$ cat src/rtl/mem_pkg.sv
// Shared definitions for the memory-access stage: funct3 encodings, AHB-Lite
// transfer constants, FSM states and lane helpers.
package mem_pkg;

  // RV load/store funct3 encodings; bit 2 selects zero extension on loads
  localparam logic [2:0] F3_LB  = 3'b000;
  localparam logic [2:0] F3_LH  = 3'b001;
  localparam logic [2:0] F3_LW  = 3'b010;
  localparam logic [2:0] F3_LD  = 3'b011;
  localparam logic [2:0] F3_LBU = 3'b100;
  localparam logic [2:0] F3_LHU = 3'b101;
  localparam logic [2:0] F3_LWU = 3'b110;

  localparam logic [1:0] HTRANS_IDLE   = 2'b00;
  localparam logic [1:0] HTRANS_NONSEQ = 2'b10;

  localparam logic [2:0] HSIZE_BYTE  = 3'd0;
  localparam logic [2:0] HSIZE_HALF  = 3'd1;
  localparam logic [2:0] HSIZE_WORD  = 3'd2;
  localparam logic [2:0] HSIZE_DWORD = 3'd3;

  typedef enum logic [1:0] {
    ST_IDLE = 2'd0,
    ST_ADDR = 2'd1,
    ST_DATA = 2'd2
  } state_e;

  // Number of address bits that select a byte lane on a DATA_W-bit bus
  function automatic int unsigned lane_off_w(input int unsigned data_w);
    return $clog2(data_w / 8);
  endfunction

  // Low address bits that must be zero for a naturally aligned access
  function automatic logic [2:0] size_mask(input logic [1:0] size);
    return 3'((4'd1 << size) - 4'd1);
  endfunction

endpackage

$ cat src/rtl/mem_stage_ahb_if.sv
// AHB-Lite signal bundle between the memory stage (master) and the bus.
interface mem_stage_ahb_if #(
  parameter int unsigned ADDR_W = 64,
  parameter int unsigned DATA_W = 64
);
  logic [ADDR_W-1:0] HADDR;
  logic [DATA_W-1:0] HWDATA;
  logic              HWRITE;
  logic [1:0]        HTRANS;
  logic [2:0]        HSIZE;
  logic [DATA_W-1:0] HRDATA;
  logic              HREADY;
  logic              HRESP;

  modport master (
    output HADDR, HWDATA, HWRITE, HTRANS, HSIZE,
    input  HRDATA, HREADY, HRESP
  );

  modport slave (
    input  HADDR, HWDATA, HWRITE, HTRANS, HSIZE,
    output HRDATA, HREADY, HRESP
  );
endinterface

$ cat src/rtl/load_extract.sv
// Selects the addressed lane of a read beat and sign/zero extends it.
// Offsets that cross the top lane wrap around to lane 0.
module load_extract
  import mem_pkg::*;
#(
  parameter int unsigned DATA_W = 64
) (
  input  logic [DATA_W-1:0]               rdata,
  input  logic [lane_off_w(DATA_W)-1:0]   offset,
  input  logic [2:0]                      funct3,
  output logic [DATA_W-1:0]               data_c
);

  logic [DATA_W-1:0] rot;
  logic [DATA_W-1:0] hi_mask;
  logic              msb;
  int unsigned       nbits;

  // Rotate the addressed byte to lane 0, then extend from the access size
  always_comb begin
    rot     = DATA_W'({rdata, rdata} >> {offset, 3'b000});
    nbits   = 32'd8 << funct3[1:0];
    hi_mask = '0;
    data_c  = rot;
    unique case (funct3[1:0])
      2'd0:    msb = rot[7];
      2'd1:    msb = rot[15];
      2'd2:    msb = rot[31];
      default: msb = rot[DATA_W-1];
    endcase
    msb = msb & ~funct3[2];
    if (nbits < DATA_W) begin
      hi_mask = {DATA_W{1'b1}} << nbits;
      data_c  = (rot & ~hi_mask) | (msb ? hi_mask : '0);
    end
  end

endmodule

$ cat src/rtl/mem_stage_ahb.sv
// Memory-access pipeline stage: one outstanding AHB-Lite load/store, lane
// steering, branch resolution and shadow-slot squash.
// Optional build macro MEM_MISALIGN_TRAP_EN: trap unaligned accesses at accept
// instead of issuing them with wrapped lane selection.
module mem_stage_ahb
  import mem_pkg::*;
#(
  parameter int unsigned XLEN   = 64,
  parameter int unsigned ADDR_W = 64,
  parameter int unsigned DATA_W = 64
) (
  input  logic              CLK,
  input  logic              RST_N,
  input  logic              in_valid,
  output logic              in_ready,
  input  logic [4:0]        rd_i,
  input  logic [ADDR_W-1:0] address,
  input  logic [2:0]        funct3,
  input  logic              load,
  input  logic              store,
  input  logic [XLEN-1:0]   store_data,
  input  logic [XLEN-1:0]   alu_res,
  input  logic              write_back,
  input  logic              branch_flag_i,
  input  logic [XLEN-1:0]   branch_offset_i,
  input  logic [XLEN-1:0]   PC_i,
  mem_stage_ahb_if.master   ahb,
  output logic              out_valid,
  output logic [XLEN-1:0]   res,
  output logic [4:0]        rd_o,
  output logic              wb_en,
  output logic              take_branch,
  output logic [XLEN-1:0]   branch_offset_o,
  output logic [XLEN-1:0]   PC_o,
  output logic              fault
);

  localparam int unsigned OFF_W = lane_off_w(DATA_W);

  state_e            state_q, state_d;
  logic [1:0]        htrans_q, htrans_d;
  logic [ADDR_W-1:0] haddr_q, haddr_d;
  logic [2:0]        hsize_q, hsize_d;
  logic              hwrite_q, hwrite_d;
  logic [DATA_W-1:0] hwdata_q, hwdata_d;
  logic [2:0]        f3_q, f3_d;
  logic              wb_q, wb_d;
  logic [XLEN-1:0]   sdata_q, sdata_d;
  logic              out_valid_q, out_valid_d;
  logic [XLEN-1:0]   res_q, res_d;
  logic [4:0]        rd_q, rd_d;
  logic              wb_en_q, wb_en_d;
  logic              take_branch_q, take_branch_d;
  logic [XLEN-1:0]   boff_q, boff_d;
  logic [XLEN-1:0]   pc_q, pc_d;
  logic              fault_q, fault_d;

  logic              accept_c;
  logic              misalign_c;
  logic [DATA_W-1:0] wdata_c;
  logic [DATA_W-1:0] ld_data_c;

  assign in_ready = (state_q == ST_IDLE);
  assign accept_c = in_valid & in_ready;

`ifdef MEM_MISALIGN_TRAP_EN
  assign misalign_c = |(address[2:0] & size_mask(funct3[1:0]));
`else
  assign misalign_c = 1'b0;
`endif

  // Replicate the low 2^size bytes of the store value across every lane
  always_comb begin
    unique case (f3_q[1:0])
      2'd0:    wdata_c = {(DATA_W/8){sdata_q[7:0]}};
      2'd1:    wdata_c = {(DATA_W/16){sdata_q[15:0]}};
      2'd2:    wdata_c = {(DATA_W/32){sdata_q[31:0]}};
      default: wdata_c = DATA_W'(sdata_q);
    endcase
  end

  load_extract #(.DATA_W(DATA_W)) u_load_extract (
    .rdata  (ahb.HRDATA),
    .offset (haddr_q[OFF_W-1:0]),
    .funct3 (f3_q),
    .data_c (ld_data_c)
  );

  // Next-state and registered-output logic for the IDLE/ADDR/DATA sequencer
  always_comb begin
    state_d       = state_q;
    htrans_d      = htrans_q;
    haddr_d       = haddr_q;
    hsize_d       = hsize_q;
    hwrite_d      = hwrite_q;
    hwdata_d      = hwdata_q;
    f3_d          = f3_q;
    wb_d          = wb_q;
    sdata_d       = sdata_q;
    res_d         = res_q;
    rd_d          = rd_q;
    boff_d        = boff_q;
    pc_d          = pc_q;
    out_valid_d   = 1'b0;
    wb_en_d       = 1'b0;
    take_branch_d = 1'b0;
    fault_d       = 1'b0;

    unique case (state_q)
      ST_IDLE: begin
        if (accept_c) begin
          // An op accepted while a taken branch is visible sits in the shadow slot
          rd_d   = take_branch_q ? 5'd0 : rd_i;
          boff_d = branch_offset_i;
          pc_d   = PC_i;
          if (take_branch_q) begin
            out_valid_d = 1'b1;
          end else if (load | store) begin
            if (misalign_c) begin
              out_valid_d = 1'b1;
              fault_d     = 1'b1;
            end else begin
              state_d  = ST_ADDR;
              htrans_d = HTRANS_NONSEQ;
              haddr_d  = address;
              hsize_d  = 3'({1'b0, funct3[1:0]});
              hwrite_d = store & ~load;
              f3_d     = funct3;
              wb_d     = write_back;
              sdata_d  = store_data;
            end
          end else begin
            out_valid_d   = 1'b1;
            res_d         = alu_res;
            wb_en_d       = write_back;
            take_branch_d = branch_flag_i & (alu_res == XLEN'(1));
          end
        end
      end
      ST_ADDR: begin
        if (ahb.HREADY) begin
          state_d  = ST_DATA;
          htrans_d = HTRANS_IDLE;
          if (hwrite_q) hwdata_d = wdata_c;
        end
      end
      ST_DATA: begin
        if (ahb.HREADY) begin
          state_d     = ST_IDLE;
          out_valid_d = 1'b1;
          if (ahb.HRESP) begin
            fault_d = 1'b1;
          end else if (!hwrite_q) begin
            res_d   = XLEN'(ld_data_c);
            wb_en_d = wb_q;
          end
        end
      end
      default: state_d = ST_IDLE;
    endcase
  end

  // State and output registers; reset drops the bus to IDLE immediately
  always_ff @(posedge CLK or negedge RST_N) begin
    if (!RST_N) begin
      state_q       <= ST_IDLE;
      htrans_q      <= HTRANS_IDLE;
      haddr_q       <= '0;
      hsize_q       <= '0;
      hwrite_q      <= 1'b0;
      hwdata_q      <= '0;
      f3_q          <= '0;
      wb_q          <= 1'b0;
      sdata_q       <= '0;
      out_valid_q   <= 1'b0;
      res_q         <= '0;
      rd_q          <= '0;
      wb_en_q       <= 1'b0;
      take_branch_q <= 1'b0;
      boff_q        <= '0;
      pc_q          <= '0;
      fault_q       <= 1'b0;
    end else begin
      state_q       <= state_d;
      htrans_q      <= htrans_d;
      haddr_q       <= haddr_d;
      hsize_q       <= hsize_d;
      hwrite_q      <= hwrite_d;
      hwdata_q      <= hwdata_d;
      f3_q          <= f3_d;
      wb_q          <= wb_d;
      sdata_q       <= sdata_d;
      out_valid_q   <= out_valid_d;
      res_q         <= res_d;
      rd_q          <= rd_d;
      wb_en_q       <= wb_en_d;
      take_branch_q <= take_branch_d;
      boff_q        <= boff_d;
      pc_q          <= pc_d;
      fault_q       <= fault_d;
    end
  end

  assign ahb.HADDR       = haddr_q;
  assign ahb.HWDATA      = hwdata_q;
  assign ahb.HWRITE      = hwrite_q;
  assign ahb.HTRANS      = htrans_q;
  assign ahb.HSIZE       = hsize_q;
  assign out_valid       = out_valid_q;
  assign res             = res_q;
  assign rd_o            = rd_q;
  assign wb_en           = wb_en_q;
  assign take_branch     = take_branch_q;
  assign branch_offset_o = boff_q;
  assign PC_o            = pc_q;
  assign fault           = fault_q;

endmodule

$ cat src/flat_wrapper.sv
// flat-port wrapper written by rule: the top's interface ports become plain ports
module mem_stage_ahb_flat import mem_pkg::*;
#(
  parameter int unsigned XLEN   = 64,
  parameter int unsigned ADDR_W = 64,
  parameter int unsigned DATA_W = 64
)
  (CLK, RST_N, in_valid, in_ready, rd_i, address, funct3, load, store, store_data, alu_res, write_back, branch_flag_i, branch_offset_i, PC_i, out_valid, res, rd_o, wb_en, take_branch, branch_offset_o, PC_o, fault, ahb_HADDR, ahb_HWDATA, ahb_HWRITE, ahb_HTRANS, ahb_HSIZE, ahb_HRDATA, ahb_HREADY, ahb_HRESP);
  mem_stage_ahb_if #(.ADDR_W(ADDR_W), .DATA_W(DATA_W)) ahb_i ();
  input  logic CLK;
  input  logic RST_N;
  input  logic in_valid;
  output logic in_ready;
  input  logic [4:0] rd_i;
  input  logic [ADDR_W-1:0] address;
  input  logic [2:0] funct3;
  input  logic load;
  input  logic store;
  input  logic [XLEN-1:0] store_data;
  input  logic [XLEN-1:0] alu_res;
  input  logic write_back;
  input  logic branch_flag_i;
  input  logic [XLEN-1:0] branch_offset_i;
  input  logic [XLEN-1:0] PC_i;
  output logic out_valid;
  output logic [XLEN-1:0] res;
  output logic [4:0] rd_o;
  output logic wb_en;
  output logic take_branch;
  output logic [XLEN-1:0] branch_offset_o;
  output logic [XLEN-1:0] PC_o;
  output logic fault;
  output wire logic [$bits(ahb_i.HADDR)-1:0] ahb_HADDR;
  output wire logic [$bits(ahb_i.HWDATA)-1:0] ahb_HWDATA;
  output wire logic [$bits(ahb_i.HWRITE)-1:0] ahb_HWRITE;
  output wire logic [$bits(ahb_i.HTRANS)-1:0] ahb_HTRANS;
  output wire logic [$bits(ahb_i.HSIZE)-1:0] ahb_HSIZE;
  input wire logic [$bits(ahb_i.HRDATA)-1:0] ahb_HRDATA;
  input wire logic [$bits(ahb_i.HREADY)-1:0] ahb_HREADY;
  input wire logic [$bits(ahb_i.HRESP)-1:0] ahb_HRESP;
  assign ahb_HADDR = ahb_i.HADDR;
  assign ahb_HWDATA = ahb_i.HWDATA;
  assign ahb_HWRITE = ahb_i.HWRITE;
  assign ahb_HTRANS = ahb_i.HTRANS;
  assign ahb_HSIZE = ahb_i.HSIZE;
  assign ahb_i.HRDATA = ahb_HRDATA;
  assign ahb_i.HREADY = ahb_HREADY;
  assign ahb_i.HRESP = ahb_HRESP;
  mem_stage_ahb #(.XLEN(XLEN), .ADDR_W(ADDR_W), .DATA_W(DATA_W)) u_core (.CLK(CLK), .RST_N(RST_N), .in_valid(in_valid), .in_ready(in_ready), .rd_i(rd_i), .address(address), .funct3(funct3), .load(load), .store(store), .store_data(store_data), .alu_res(alu_res), .write_back(write_back), .branch_flag_i(branch_flag_i), .branch_offset_i(branch_offset_i), .PC_i(PC_i), .ahb(ahb_i), .out_valid(out_valid), .res(res), .rd_o(rd_o), .wb_en(wb_en), .take_branch(take_branch), .branch_offset_o(branch_offset_o), .PC_o(PC_o), .fault(fault));
endmodule
$ cat config.mk
export PLATFORM = sky130hd
export DESIGN_NAME = mem_stage_ahb_flat
export DESIGN_NICKNAME = d
export VERILOG_FILES = /design/src/rtl/mem_pkg.sv /design/src/rtl/mem_stage_ahb_if.sv /design/src/rtl/load_extract.sv /design/src/rtl/mem_stage_ahb.sv /design/src/flat_wrapper.sv
export SDC_FILE = /design/constraint.sdc
export NUM_CORES = 1
export LEC_CHECK = 0
export BUFFER_PORTS_ARGS = -buffer_cell sky130_fd_sc_hd__clkbuf_2
export CELL_PAD_IN_SITES_DETAIL_PLACEMENT = 1
export CELL_PAD_IN_SITES_GLOBAL_PLACEMENT = 2
export CORE_AREA = 3 3 286 288
export CTS_CLUSTER_DIAMETER = 100
export DETAILED_ROUTE_END_ITERATION = 8
export DIE_AREA = 0 0 289 291
export GPL_ROUTABILITY_DRIVEN = 0
export PLACE_DENSITY_LB_ADDON = 0.1
export SYNTH_ARGS = -nofsm -noshare
export SYNTH_HDL_FRONTEND = slang
export SYNTH_SLANG_ARGS = --single-unit
export TNS_END_PERCENT = 1
$ cat constraint.sdc
create_clock -name CLK -period 2.7 [get_ports CLK]
set_input_delay 0.405 -clock CLK [delete_from_list [all_inputs] [get_ports CLK]]
set_output_delay 0.405 -clock CLK [all_outputs]
set_load 0.03 [all_outputs]
# == After elaboration in Yosys (flattened, before gate mapping) ==
# Index checks and enable logic that the tools add are counted.
# op_classes
multipliers,0
n_addsub,0
bitwise_logic,11
n_mux,41
reduce_logical,10
div,0
magnitude_cmp,1
eq_ne,13
shift,3
# op_table
operator,n
$mux 64,8
$pmux 64 s3,1
$pmux 64 s2,1
$shr 128x6->64,1
$and 64x64->64,1
$eq 64x1->1 const B,1
$not 64->64,1
$or 64x64->64,1
$shl 64x32->64 const A,1
$lt 32x7->1 const B,1
$shl 4x2->32 const A,1
$mux 1,17
$mux 2,8
$ne 2x2->1 const B,8
$reduce_and 5->1,2
$reduce_and 7->1,1
$pmux 2 s3,1
$mux 5,1
$and 1x1->1,4
$eq 2x1->1 const B,2
$eq 2x2->1 const B,2
$logic_not 2->1,2
$pmux 1 s2,2
$pmux 2 s2,1
7 further kinds,10
# totals
output_inout_bits,336
regBits,404
mem_count,0
latch_bits,0
mem_bits_ro,0
wordCells,96
mem_bits_rw,0

# == Logic depth before layout (Yosys ltp) ==
# Gate-level depths: netlist of run 1.
# depth
ltp_word,10
ltp_mapped,9

# == By module ==
# A second synthesis of run 1 with hierarchy kept.
# unflattened
hier_cells,1827
area_unflattened_um2,19687.6
# modules_own_cells
mod,area_each_um2,cells_each,n_inst
mem_stage_ahb,16448.3,1536,1
load_extract,3239.4,291,1

# == Least setup slack after synthesis of run 1 ==
# No wires, ideal clock.
# synth_path
path_type,reg2reg
start,"register u_core.haddr_q[0], in the netlist u_core.ahb.HADDR[0]"
end,"register u_core.res_q[11], in the netlist u_core.res[11]"
slack_ps,407
path_stages_with_launch,9
n_path_buf,4
required_time_ps,2580
synth_period_minus_slack_ps,2293
arrival_time_ps,2173
setup_ps,120
path_cell_list,dfrtp_1 > buf_4 > buf_4 > buf_2 > buf_2 > mux4_2 > mux2_2 > a21oi_1 > nor2_1
# synth_via
elab_chain_len,10
# synth_rtl
item,line,text
"start, declared",mem_stage_ahb.sv:42,"logic [ADDR_W-1:0] haddr_q, haddr_d;"
"start signal, assigned",mem_stage_ahb.sv:186,haddr_q <= haddr_d;
$shr 128x6->64 (*),load_extract.sv:21,"rot = DATA_W'({rdata, rdata} >> {offset, 3'b000});"
$pmux 1 s3,load_extract.sv:25,unique case (funct3[1:0])
$and 1x1->1,load_extract.sv:31,msb = msb & ~funct3[2];
$mux 64,load_extract.sv:34,data_c = (rot & ~hi_mask) | (msb ? hi_mask : '0);
$or 64x64->64,load_extract.sv:34,
$mux 64 (*),load_extract.sv:32,if (nbits < DATA_W) begin
$mux 64 (*),mem_stage_ahb.sv:153,end else if (!hwrite_q) begin
$mux 64 (*),mem_stage_ahb.sv:151,if (ahb.HRESP) begin
$mux 64 (*),mem_stage_ahb.sv:148,if (ahb.HREADY) begin
$pmux 64 s2 (*),mem_stage_ahb.sv:109,unique case (state_q)
"end signal, assigned",mem_stage_ahb.sv:194,res_q <= res_d;
"end, declared",mem_stage_ahb.sv:50,"logic [XLEN-1:0] res_q, res_d;"
# Every way passes the cells marked *; elsewhere a longest branch is shown, timed or not. The select of a mux whose other input is x is not followed.
# A chain may end at the register's enable or synchronous reset.

# == Final worst setup path of run 1 ==
# layout_path
start,input port ahb_HREADY
end,"register u_core.res_q[63], in the netlist u_core.res[63]"
# layout_via
elab_chain_len,2
# layout_rtl
item,line,text
"start, declared",flat_wrapper.sv:39,input wire logic [$bits(ahb_i.HREADY)-1:0] ahb_HREADY;
$ne 2x2->1 (no line),n/a,
$reduce_and 7->1 (no line),n/a,
# No other way between the ends.

==> results of run 1 <==
-- cell usage in the layout, fill, tap and decap left out, types with 5 or more instances in the layout --
master / synthesis / layout
o221ai_1: 31 / 31
clkinv_2: 0 / 8
o31ai_1: 8 / 8
o21ai_0: 59 / 59
a21oi_1: 50 / 50
mux2_1: 57 / 57
a22oi_1: 16 / 16
nor2_1: 66 / 65
nor2b_1: 18 / 18
nand4_1: 5 / 5
clkbuf_16: 0 / 53
mux4_2: 60 / 60
nand2_1: 462 / 462
nand3b_1: 5 / 5
clkbuf_1: 78 / 15
a211oi_1: 24 / 24
a21o_1: 17 / 17
clkbuf_2: 0 / 733
mux2i_1: 65 / 65
dfrtp_1: 401 / 397
o22a_1: 29 / 29
clkbuf_8: 0 / 12
nor3_1: 33 / 33
mux2_2: 92 / 92
buf_4: 15 / 38
buf_12: 0 / 19
o22ai_1: 26 / 26
nor4_1: 15 / 15
dlygate4sd3_1: 0 / 226
-- how the worst max path moves through the flow --
stage	start	cells after the start	end	slack, ns
final	ahb_HREADY	8	u_core.res[63]$_DFFE_PN0P_	0.28
after global routing	ahb_HREADY	8	u_core.res[56]$_DFFE_PN0P_	0.20
after CTS	ahb_HREADY	8	u_core.res[63]$_DFFE_PN0P_	0.29
after detailed placement	in_valid	6	u_core.PC_o[21]$_DFFE_PN0P_	0.19
after global placement	in_valid	6	u_core.branch_offset_o[8]$_DFFE_PN0P_	0.23
after floorplan	u_core.ahb.HADDR[0]$_DFFE_PN0P_	8	u_core.res[11]$_DFFE_PN0P_	0.41
-- metal layers --
metal / part of all wire (%) / vias to the layer above / global-route usage, % / wire length [um]
li1: - / 7939 / - / -
met1: 40 / 8717 / 24.5 / 35300
met5: 0.069 / - / 0 / 61
met4: 2.8 / 8 / 5.80 / 2530
met3: 6.3 / 125 / 4.97 / 5620
met2: 51 / 565 / 36.7 / 45100
-- synth_stat cells, drive strengths merged, types with 31 or more instances --
| cell type | n |
|---|---|
| dfrtp | 401 |
| clkbuf | 78 |
| o21ai | 60 |
| mux2 | 149 |
| buf | 56 |
| o221ai | 31 |
| mux4 | 60 |
| a21oi | 51 |
| nor3 | 34 |
| nand2 | 462 |
| mux2i | 65 |
| nor2 | 66 |
-- cell families after synthesis --
| group | share of synthesized area (%) |
|---|---|
| simple gates | 13.7 |
| flops | 53.4 |
| compound gates | 9.86 |
| mux | 19.6 |
| buf+inv | 3.37 |
| other cells | 0.0200 |
-- final cells by class --
cell class | instances | share of cell area (%)
multi-input cells | 1174 | 29.2
clock buffers | 80 | 5.56
flip-flops and latches | 401 | 36.0
well taps | 1050 | 4.72
repair buffers | 1017 | 23.7
diodes | 3 | 0.0269
clock inverters | 15 | 0.660
inverters | 3 | 0.0404
-- flip-flops by register name, summed over array words and instances (netlist names), 2 cells and up --
signal and flops:
u_core.branch_offset_o 64, u_core.ahb.HADDR 64, u_core.ahb.HWDATA 64, u_core.sdata_q 64, u_core.state_q 2, u_core.res 64, u_core.f3_q 3, u_core.PC_o 64
u_core.rd_o 5
-- through the flow --
stage | hold slack (ns) | power (mW) | instance area (um2) | setup slack, ns | cells
floorplan | 0.109 | 22.2 | 18800 | 0.407 | 1712
detailed placement | 0.388 | 29.0 | 23900 | 0.187 | 3419
global route | 0.0133 | 38.4 | 27900 | 0.198 | 3742
global placement | 0.396 | 28.8 | 23900 | 0.228 | 3419
finish | 0.0497 | 36.0 | 27900 | 0.277 | 3743
CTS | 0.00102 | 36.7 | 27800 | 0.285 | 3740
-- power by group through the flow --
stage                     combinational [mW]  sequential [mW]  clock [mW]
after floorplan                         6.96             15.3           0
after global placement                  17.7             11.1           0
after detailed placement                17.9             11.2           0
after CTS                               18.2             11.1        7.39
after global routing                    19.2             11.5        7.64
final                                   17.8             11.1        7.09
-- worst reg2reg max path, cell delays in order (launching register included) --
cell and delay, ns:
dfrtp_4 0.59, mux4_2 0.57, a22oi_1 0.36, nand3_1 0.14
nor2_2 0.15, buf_12 0.23, nor3_1 0.12
-- what timing repair did --
item,CTS,global route
hold buffers,226,0
setup buffers,0,0
endpoints found under the hold margin,271,0
==> impl_results.md, run 1 <==
- Crit path DAT: 2.87 ns
- Final worst path period share: 89.7%
- Synth area leader: dfrtp_1
- Std-Cell Rows: 103
- Comb power frac: 49.6%
- Antenna Violating Nets Remaining: 0
- Crit-path cells: dlygate4sd3_1 > clkbuf_2 > or3b_4 > or4_1 > buf_4 > o22a_1 > o221ai_1 > nor3_1
- RSZ-0062 raised after global routing: false
- First-pass GRT wire length: 130000 um
- Max VDD drop: 0.000609 V
- NumNets Final: 3051
- Core Footprint: 79100 um2
- Final TNS setup: 0 ns
- Synth Cell Area: 18800 um2
- Number of H-tree levels: 2
- Syn_area_per_cell: 11.0 um2
- FF-to-FF setup slack: 0.39 ns
- HP Start: store_data[28]
- Drt first-iter violations: 727
- Synth Register Bits: 401
- Max-cap viol count: 0
- Part of the power in registers: 30.7%
- Fill cells: 9068
- # IOs: 737
- Run status: completed
- DP HPWL: 67000 um
- Routed WL: 88700 um
- Die width: 289 um
- Crit path max-delay family: buffers and inverters
- Synth top area share: 53.4%
- Initial antenna violation count: 7
- Layout Skew: 0.0203 ns
- Synth top area cells: dfrtp_1, nand2_1, mux4_2, mux2_2, mux2i_1
- GRT overflow: 0
- Pins over their slew limit: 0
- Post-route DRC: 0
- CP bufs+invs: 3
- Net switching power: 16.8 mW
- Leak Pwr: 13.5 nW
- Sequential standard cell area: 10000 um2
- Die Area: 84100 um2
- Layout cells sized above 1: 38.6%
- Via-per-instance ratio: 4.64
- Synth async-reset ratio: 100%
- CP startpoint kind: primary input
- Final Hold Vio Count: 0
- DR WL/cell: 23.7 um
- Endpoints failing setup: 0
- Hold depth: 2
- Area of the multi-input gates: 8140 um2
- Vias: 17.4k
- Worst R2R End: u_core.res[35]$_DFFE_PN0P_
- Hold Crit Class: in2reg
- Largest net degree at the start of global routing: 93
- EDFF count, synth: 0
- Kind of critical path: in2reg
- CP peak stage delay: 0.58 ns
- # port buffers: 734
- Mapped Cells: 1711
- Layout area overhead: 48.3%
- Top FF cell, synth: dfrtp_1
- Clk root buf: clkbuf_16
- Pin slew with the least headroom to its limit: 1.06 ns
- R2R depth: 6
- Vias in the first global route: 19.2k
- Final Critical Period: 2.42 ns
- Seq/Total Area, Yosys: 53.4%
- Total iterations of the first detailed-routing run: 4
- CTS tree: done
- CTS clk-pin slew, worst paths: 0.06 ns
- Clk pwr share: 19.7%
- Max_slew headroom: 29.6%
- TritonCTS Buffers: 53
- Yosys warning total: 0
- Die H: 291 um
- F_max: 413 MHz
- Worst EP required: 3.15 ns
- Cell internal pwr: 19.2 mW
- Post-CTS resize count: 0
- GRT Overall Usage: 20.6%
- Clock Path Buffers: 3
- Pwr per Cell Area: 1290 nW/um2
- Reg2Reg Launch Point: u_core.ahb.HADDR[0]$_DFFE_PN0P_
- Worst hold endpoint: u_core.sdata_q[28]$_DFFE_PN0P_
- Synth cell types: 54
- Crit end category: flip-flop
- Util after Layout: 35.2%
- Initial core utilization: 23.7%
- Critical path's slowest cell: dlygate4sd3_1
- Clock Latency Late Sink: 0.60 ns
- Sw Share: 46.7%
- CTS sink cnt: 401
- Worst-path fanout max: 32
Power figures use the tool's default switching activity.
==> run 2, diff against run 1 <==
--- a/config.mk
+++ b/config.mk
@@ -9,8 +9,8 @@
 export CELL_PAD_IN_SITES_DETAIL_PLACEMENT = 1
 export CELL_PAD_IN_SITES_GLOBAL_PLACEMENT = 2
-export CORE_AREA = 3 3 286 288
+export CORE_AREA = 2 2 285 287
 export CTS_CLUSTER_DIAMETER = 100
 export DETAILED_ROUTE_END_ITERATION = 8
-export DIE_AREA = 0 0 289 291
+export DIE_AREA = 0 0 287 289
 export GPL_ROUTABILITY_DRIVEN = 0
 export PLACE_DENSITY_LB_ADDON = 0.1
==> constraint.sdc (replaced) <==
create_clock -name CLK -period 2.7 [get_ports CLK]
set_input_delay 0.405 -clock CLK [delete_from_list [all_inputs] [get_ports CLK]]
set_output_delay 0.405 -clock CLK [all_outputs]
set_load 0.05 [all_outputs]
==> run 2 against run 1 <==
Count of clock-buffer cells in the layout fell by 11; non-clock buffer count up 27; core utilization about the same; power rose by 11%; largest power group unchanged.
==> impl_results.md, run 2 (synthesis results as in run 1) <==
- Run status: completed
- Routed WL: 87500 um (-1.3%)
- Vias in the first global route: 18.9k (-2.0%)
- F_max: 403 MHz (-2.5%)
- Worst-path fanout max: 16 (-50%)
- Initial antenna violation count: 11 (+4)
- # port buffers: 734 (unchanged)
- Via-per-instance ratio: 4.62 (-0.41%)
- CTS sink cnt: 401 (unchanged)
- Post-CTS resize count: 0 (unchanged)
- Layout Skew: 0.0355 ns (+0.0152 ns)
- Number of H-tree levels: 2 (unchanged)
- Max_slew headroom: 39.9% (+10 points)
- Die width: 287 um (-0.69%)
- TritonCTS Buffers: 52 (-1.9%)
- Vias: 17.4k (+0.47%)
- Initial core utilization: 23.5% (-0.23 points)
- Setup slack after placement: 0.0165 ns (-0.171 ns)
- Post-CTS Hold Fix Bufs: 250 (+11%)
- Clock Path Buffers: 3 (unchanged)
- RSZ-0062 raised after global routing: false
- Die Area: 82900 um2 (-1.4%)
- Clk root buf: clkbuf_16
- Layout area overhead: 49.8%
- Largest net degree at the start of global routing: 134 (+44%)
- Max-cap viol count: 0 (unchanged)
- CTS tree: done
- Leak Pwr: 13.7 nW (+0.93%)
- Endpoints failing setup: 0 (unchanged)
- Crit path DAT: 2.91 ns (+0.04 ns)
- Commonest non-fill, non-tap cells in the layout: clkbuf_2, nand2_1, dfrtp_1, dlygate4sd3_1, mux2_2
- Antenna Violating Nets Remaining: 0 (unchanged)
- GRT Overall Usage: 20.5% (-0.14 points)
- Pin slew with the least headroom to its limit: 0.896 ns (-0.160 ns)
- Final setup margin: 0.216 ns (-0.0612 ns)
- DR WL/cell: 23.2 um (-2.1%)
- Std-Cell Rows: 104 (+0.97%)
- Final worst path period share: 92.0% (+2.3 points)
- Max VDD drop: 0.000751 V (+23%)
- Final TNS setup: 0 ns (unchanged)
- Hold Crit Class: in2reg
- Total iterations of the first detailed-routing run: 5 (+1)
- Kind of critical path: reg2reg
- Pwr per Cell Area: 1420 nW/um2 (+10%)
- NumNets Final: 3077 (+0.85%)
- Die H: 289 um (-0.69%)
- FF-to-FF setup slack: 0.22 ns (-0.17 ns)
- Final Critical Period: 2.48 ns (+0.0612 ns)
- Clock Latency Late Sink: 0.62 ns (+0.02 ns)
- Post-route DRC: 0 (unchanged)
- First-pass GRT wire length: 127000 um (-2.6%)
- DP HPWL: 65300 um (-2.5%)
- Drt first-iter violations: 922 (+27%)
- CP startpoint kind: flip-flop
- Core Footprint: 79900 um2 (+0.97%)
- CTS clk-pin slew, worst paths: 0.06 ns (about the same)
- Layout cells sized above 1: 38.6% (about the same)
- Post-CTS Setup Bufs: 0 (unchanged)
- Util after Layout: 35.2% (about the same)
- Worst EP required: 3.13 ns (-0.02 ns)
- Commonest non-fill, non-tap cell in the layout: clkbuf_2
- # IOs: 737 (unchanged)
- Final Hold Vio Count: 0 (unchanged)
- Crit end category: flip-flop
- Pins over their slew limit: 0 (unchanged)
- GRT overflow: 0 (unchanged)
[run 2: cell types whose count changed in the layout (fill, tap and decap cells not counted), sizes merged, moves of 2 or more]
cell         before  now
clkbuf          813  803
bufinv            3    5
buf              58   60
clkinv            9   14
dlygate4sd3     226  250
[run 2: critical path, stage by stage, from the launching register on]
cell,delay (ns)
dfrtp_2,0.56
mux2i_1,0.39
mux4_2,0.37
o32ai_2,0.12
a21boi_2,0.71
a21oi_1,0.15
[run 2: path summary, 6_finish.rpt]
path	start	endpoint	depth (start not counted)
setup / recovery	u_core.ahb.HADDR[1]$_DFFE_PN0P_	u_core.res[25]$_DFFE_PN0P_	5
hold / removal	funct3[2]	u_core.f3_q[2]$_DFFE_PN0P_	3
hold reg to reg	u_core.rd_o[0]$_DFFE_PN0P_	u_core.rd_o[0]$_DFFE_PN0P_	2
max in group asynchronous	RST_N	u_core.PC_o[8]$_DFFE_PN0P_	3
min in group asynchronous	RST_N	u_core.ahb.HADDR[63]$_DFFE_PN0P_	2
setup reg to reg	u_core.ahb.HADDR[1]$_DFFE_PN0P_	u_core.res[25]$_DFFE_PN0P_	5
[run 2: layout make-up]
cell class,count,area [um2]
antenna,2,5.00
clock buffer,69,1480
clock inverter,23,288
fill,9123,51800
inverter,3,11.3
multi-input combinational,1174,8140
sequential,401,10000
tap,1060,1330
timing repair buffer,1044,6840
[run 2: metal layers]
layer  track usage [%]  vias to the layer above  routed length (um)
li1                  -                     7971                   -
met1              24.2                     8787               34000
met2              36.6                      538               45500
met3              5.65                      123                5740
met4              5.13                       16                2190
met5                 0                        -                 103
[run 2: metrics by stage]
stage	hold WS (ns)	power (mW)	cells	area, um2
5_1_grt	0.00792	42.2	3776	28100
2_1_floorplan	0.109	25.9	1712	18800
6_report	0.0345	40.0	3776	28100
4_1_cts	0.000322	40.6	3773	28100
3_5_place_dp	0.351	32.8	3431	23800
3_3_place_gp	0.350	32.5	3431	23800
[run 2: report_power, final]
group          switching, mW  internal (mW)  total, mW
combinational           15.7           6.09       21.8
sequential              2.03           8.95       11.0
clock                   2.94           4.31       7.25
total                   20.6           19.3       40.0
==> run 3, diff against run 2 <==
==> constraint.sdc (replaced) <==
create_clock -name CLK -period 2.7 [get_ports CLK]
set_input_delay 0.675 -clock CLK [delete_from_list [all_inputs] [get_ports CLK]]
set_output_delay 0.675 -clock CLK [all_outputs]
set_load 0.05 [all_outputs]
==> run 3 against run 2 <==
Sequential power about the same; first-iteration DRC count shrank 22%; sequential share of layout area up 2.7 points.
==> impl_results.md, run 3 (synthesis results as in run 1) <==
- Vias: 16.6k (-4.6%)
- Largest net degree at the start of global routing: 77 (-43%)
- Layout cells sized above 1: 43.2% (+4.6 points)
- Die Area: 82900 um2 (unchanged)
- Layout area overhead: 39.0%
- Pins over their slew limit: 0 (unchanged)
- Fill cells: 9108 (-0.16%)
- Final setup margin: 0.182 ns (-0.0341 ns)
- Crit path DAT: 1.84 ns (-1.07 ns)
- Die H: 289 um (unchanged)
- Final Hold Vio Count: 0 (unchanged)
- Via-per-instance ratio: 4.67 (+1.1%)
- Clock Path Buffers: 3 (unchanged)
- # port buffers: 734 (unchanged)
- Max VDD drop: 0.000599 V (-20%)
- GRT overflow: 0 (unchanged)
- Commonest non-fill, non-tap cells in the layout: clkbuf_2, nand2_1, dfrtp_1, mux2_2
- Max_slew headroom: 41.4% (+1.4 points)
- Drt first-iter violations: 717 (-22%)
- Number of H-tree levels: 2 (unchanged)
- Final Critical Period: 2.52 ns (+0.0341 ns)
- DR WL/cell: 24.5 um (+5.6%)
- DP HPWL: 67100 um (+2.7%)
- CTS sink cnt: 401 (unchanged)
- Max-cap viol count: 0 (unchanged)
- Setup slack after placement: -0.0912 ns (-0.108 ns)
- F_max: 397 MHz (-1.4%)
- Pwr per Cell Area: 1540 nW/um2 (+8.6%)
- Total iterations of the first detailed-routing run: 5 (unchanged)
- GRT Overall Usage: 20.5% (about the same)
- Post-CTS Setup Bufs: 0 (unchanged)
- Leak Pwr: 12.9 nW (-5.7%)
- Hold Crit Class: in2reg
- Commonest non-fill, non-tap cell in the layout: clkbuf_2
- Kind of critical path: reg2out
- First-pass GRT wire length: 126000 um (-1.1%)
- Post-route DRC: 0 (unchanged)
- Antenna Violating Nets Remaining: 0 (unchanged)
- Routed WL: 87300 um (-0.30%)
- Endpoints failing setup: 0 (unchanged)
- Worst EP required: 2.03 ns (-1.10 ns)
- Core Footprint: 79900 um2 (unchanged)
- RSZ-0062 raised after global routing: false
- Crit end category: output pin
- Initial antenna violation count: 16 (+5)
- Clock Latency Late Sink: 0.61 ns (about the same)
- Vias in the first global route: 17.9k (-5.3%)
- NumNets Final: 2856 (-7.2%)
- CTS clk-pin slew, worst paths: 0.06 ns (about the same)
- Layout Skew: 0.0248 ns (-0.0107 ns)
- Pin slew with the least headroom to its limit: 0.880 ns (-0.0162 ns)
- Run status: completed
- Worst-path fanout max: 29 (+13)
- CTS tree: done
- Std-Cell Rows: 104 (unchanged)
- # IOs: 737 (unchanged)
- Initial core utilization: 23.5% (unchanged)
- CP startpoint kind: flip-flop
- Clk root buf: clkbuf_16
- TritonCTS Buffers: 52 (unchanged)
- Final worst path period share: 93.3% (+1.3 points)
- Die width: 287 um (unchanged)
- Util after Layout: 32.7% (-2.5 points)
==> run 3: cell types whose count changed in the layout (fill, tap and decap cells not counted), sizes merged <==
cell         previous run  this run
inv                     4         6
bufinv                  5         8
dlygate4sd3           250         1
clkbuf                803       808
clkinvlp                3         0
diode                   2         7
buf                    60        89
clkinv                 14        11
==> run 3: metal layers <==
layer | vias up | global-route usage [%] | wire length [um]
met5 | - | 0 | 86
met4 | 14 | 4.71 | 1720
met3 | 100 | 5.44 | 5910
met2 | 527 | 37.0 | 45800
met1 | 8444 | 24.1 | 33700
li1 | 7549 | - | -
==> run 3: power breakdown <==
group          internal [mW]  switching, mW
logic                   5.98           15.6
registers               8.95           2.06
clock network           4.78           2.94
==> run 3: critical path: stages, from the launching register on <==
cell      delay (ns)
dfrtp_1         0.38
buf_4           0.15
buf_4           0.24
nor2_1          0.15
clkbuf_2        0.29
==> run 3: worst paths after layout <==
| check | endpoint | startpoint | depth (start not counted) | slack (ns) |
|---|---|---|---|---|
| setup reg to reg | u_core.res[37]$_DFFE_PN0P_ | u_core.ahb.HADDR[0]$_DFFE_PN0P_ | 6 | 0.41 |
| hold / removal | u_core.branch_offset_o[10]$_DFFE_PN0P_ | branch_offset_i[10] | 3 | 0.27 |
| setup / recovery | in_ready | u_core.state_q[1]$_DFFE_PN0P_ | 4 | 0.18 |
| min in group asynchronous | u_core.ahb.HWDATA[9]$_DFFE_PN0P_ | RST_N | 2 | 0.55 |
| max in group asynchronous | u_core.ahb.HWDATA[8]$_DFFE_PN0P_ | RST_N | 4 | 1.32 |
| hold reg to reg | u_core.rd_o[3]$_DFFE_PN0P_ | u_core.rd_o[3]$_DFFE_PN0P_ | 2 | 0.47 |
==> run 3: what timing repair did <==
item,in CTS,in global routing
resized for setup,0,0
hold buffers,1,0
endpoints found under the hold margin,26,0
==> run 3: layout make-up <==
type | count | area (um2) | share of cell area [%]
sequential | 401 | 10000 | 38.4
multi-input combinational | 1174 | 8140 | 31.2
timing repair buffer | 823 | 4680 | 17.9
clock buffer | 75 | 1560 | 5.97
tap | 1060 | 1330 | 5.08
clock inverter | 22 | 344 | 1.32
antenna | 7 | 17.5 | 0.0671
inverter | 3 | 11.3 | 0.0431
==> run 3: stage by stage <==
| stage | hold WS, ns | total power, mW | setup TNS (ns) | cell area [um2] | instances |
|---|---|---|---|---|---|
| finish | 0.266 | 40.3 | 0 | 26100 | 3565 |
| CTS | 0.217 | 41.0 | 0 | 26100 | 3558 |
| detailed placement | 0.461 | 33.0 | -4.31 | 24200 | 3460 |
| global placement | 0.455 | 32.8 | -2.13 | 24200 | 3460 |
| floorplan | 0.379 | 25.9 | 0 | 18800 | 1712 |
| global route | 0.235 | 42.6 | 0 | 26100 | 3564 |
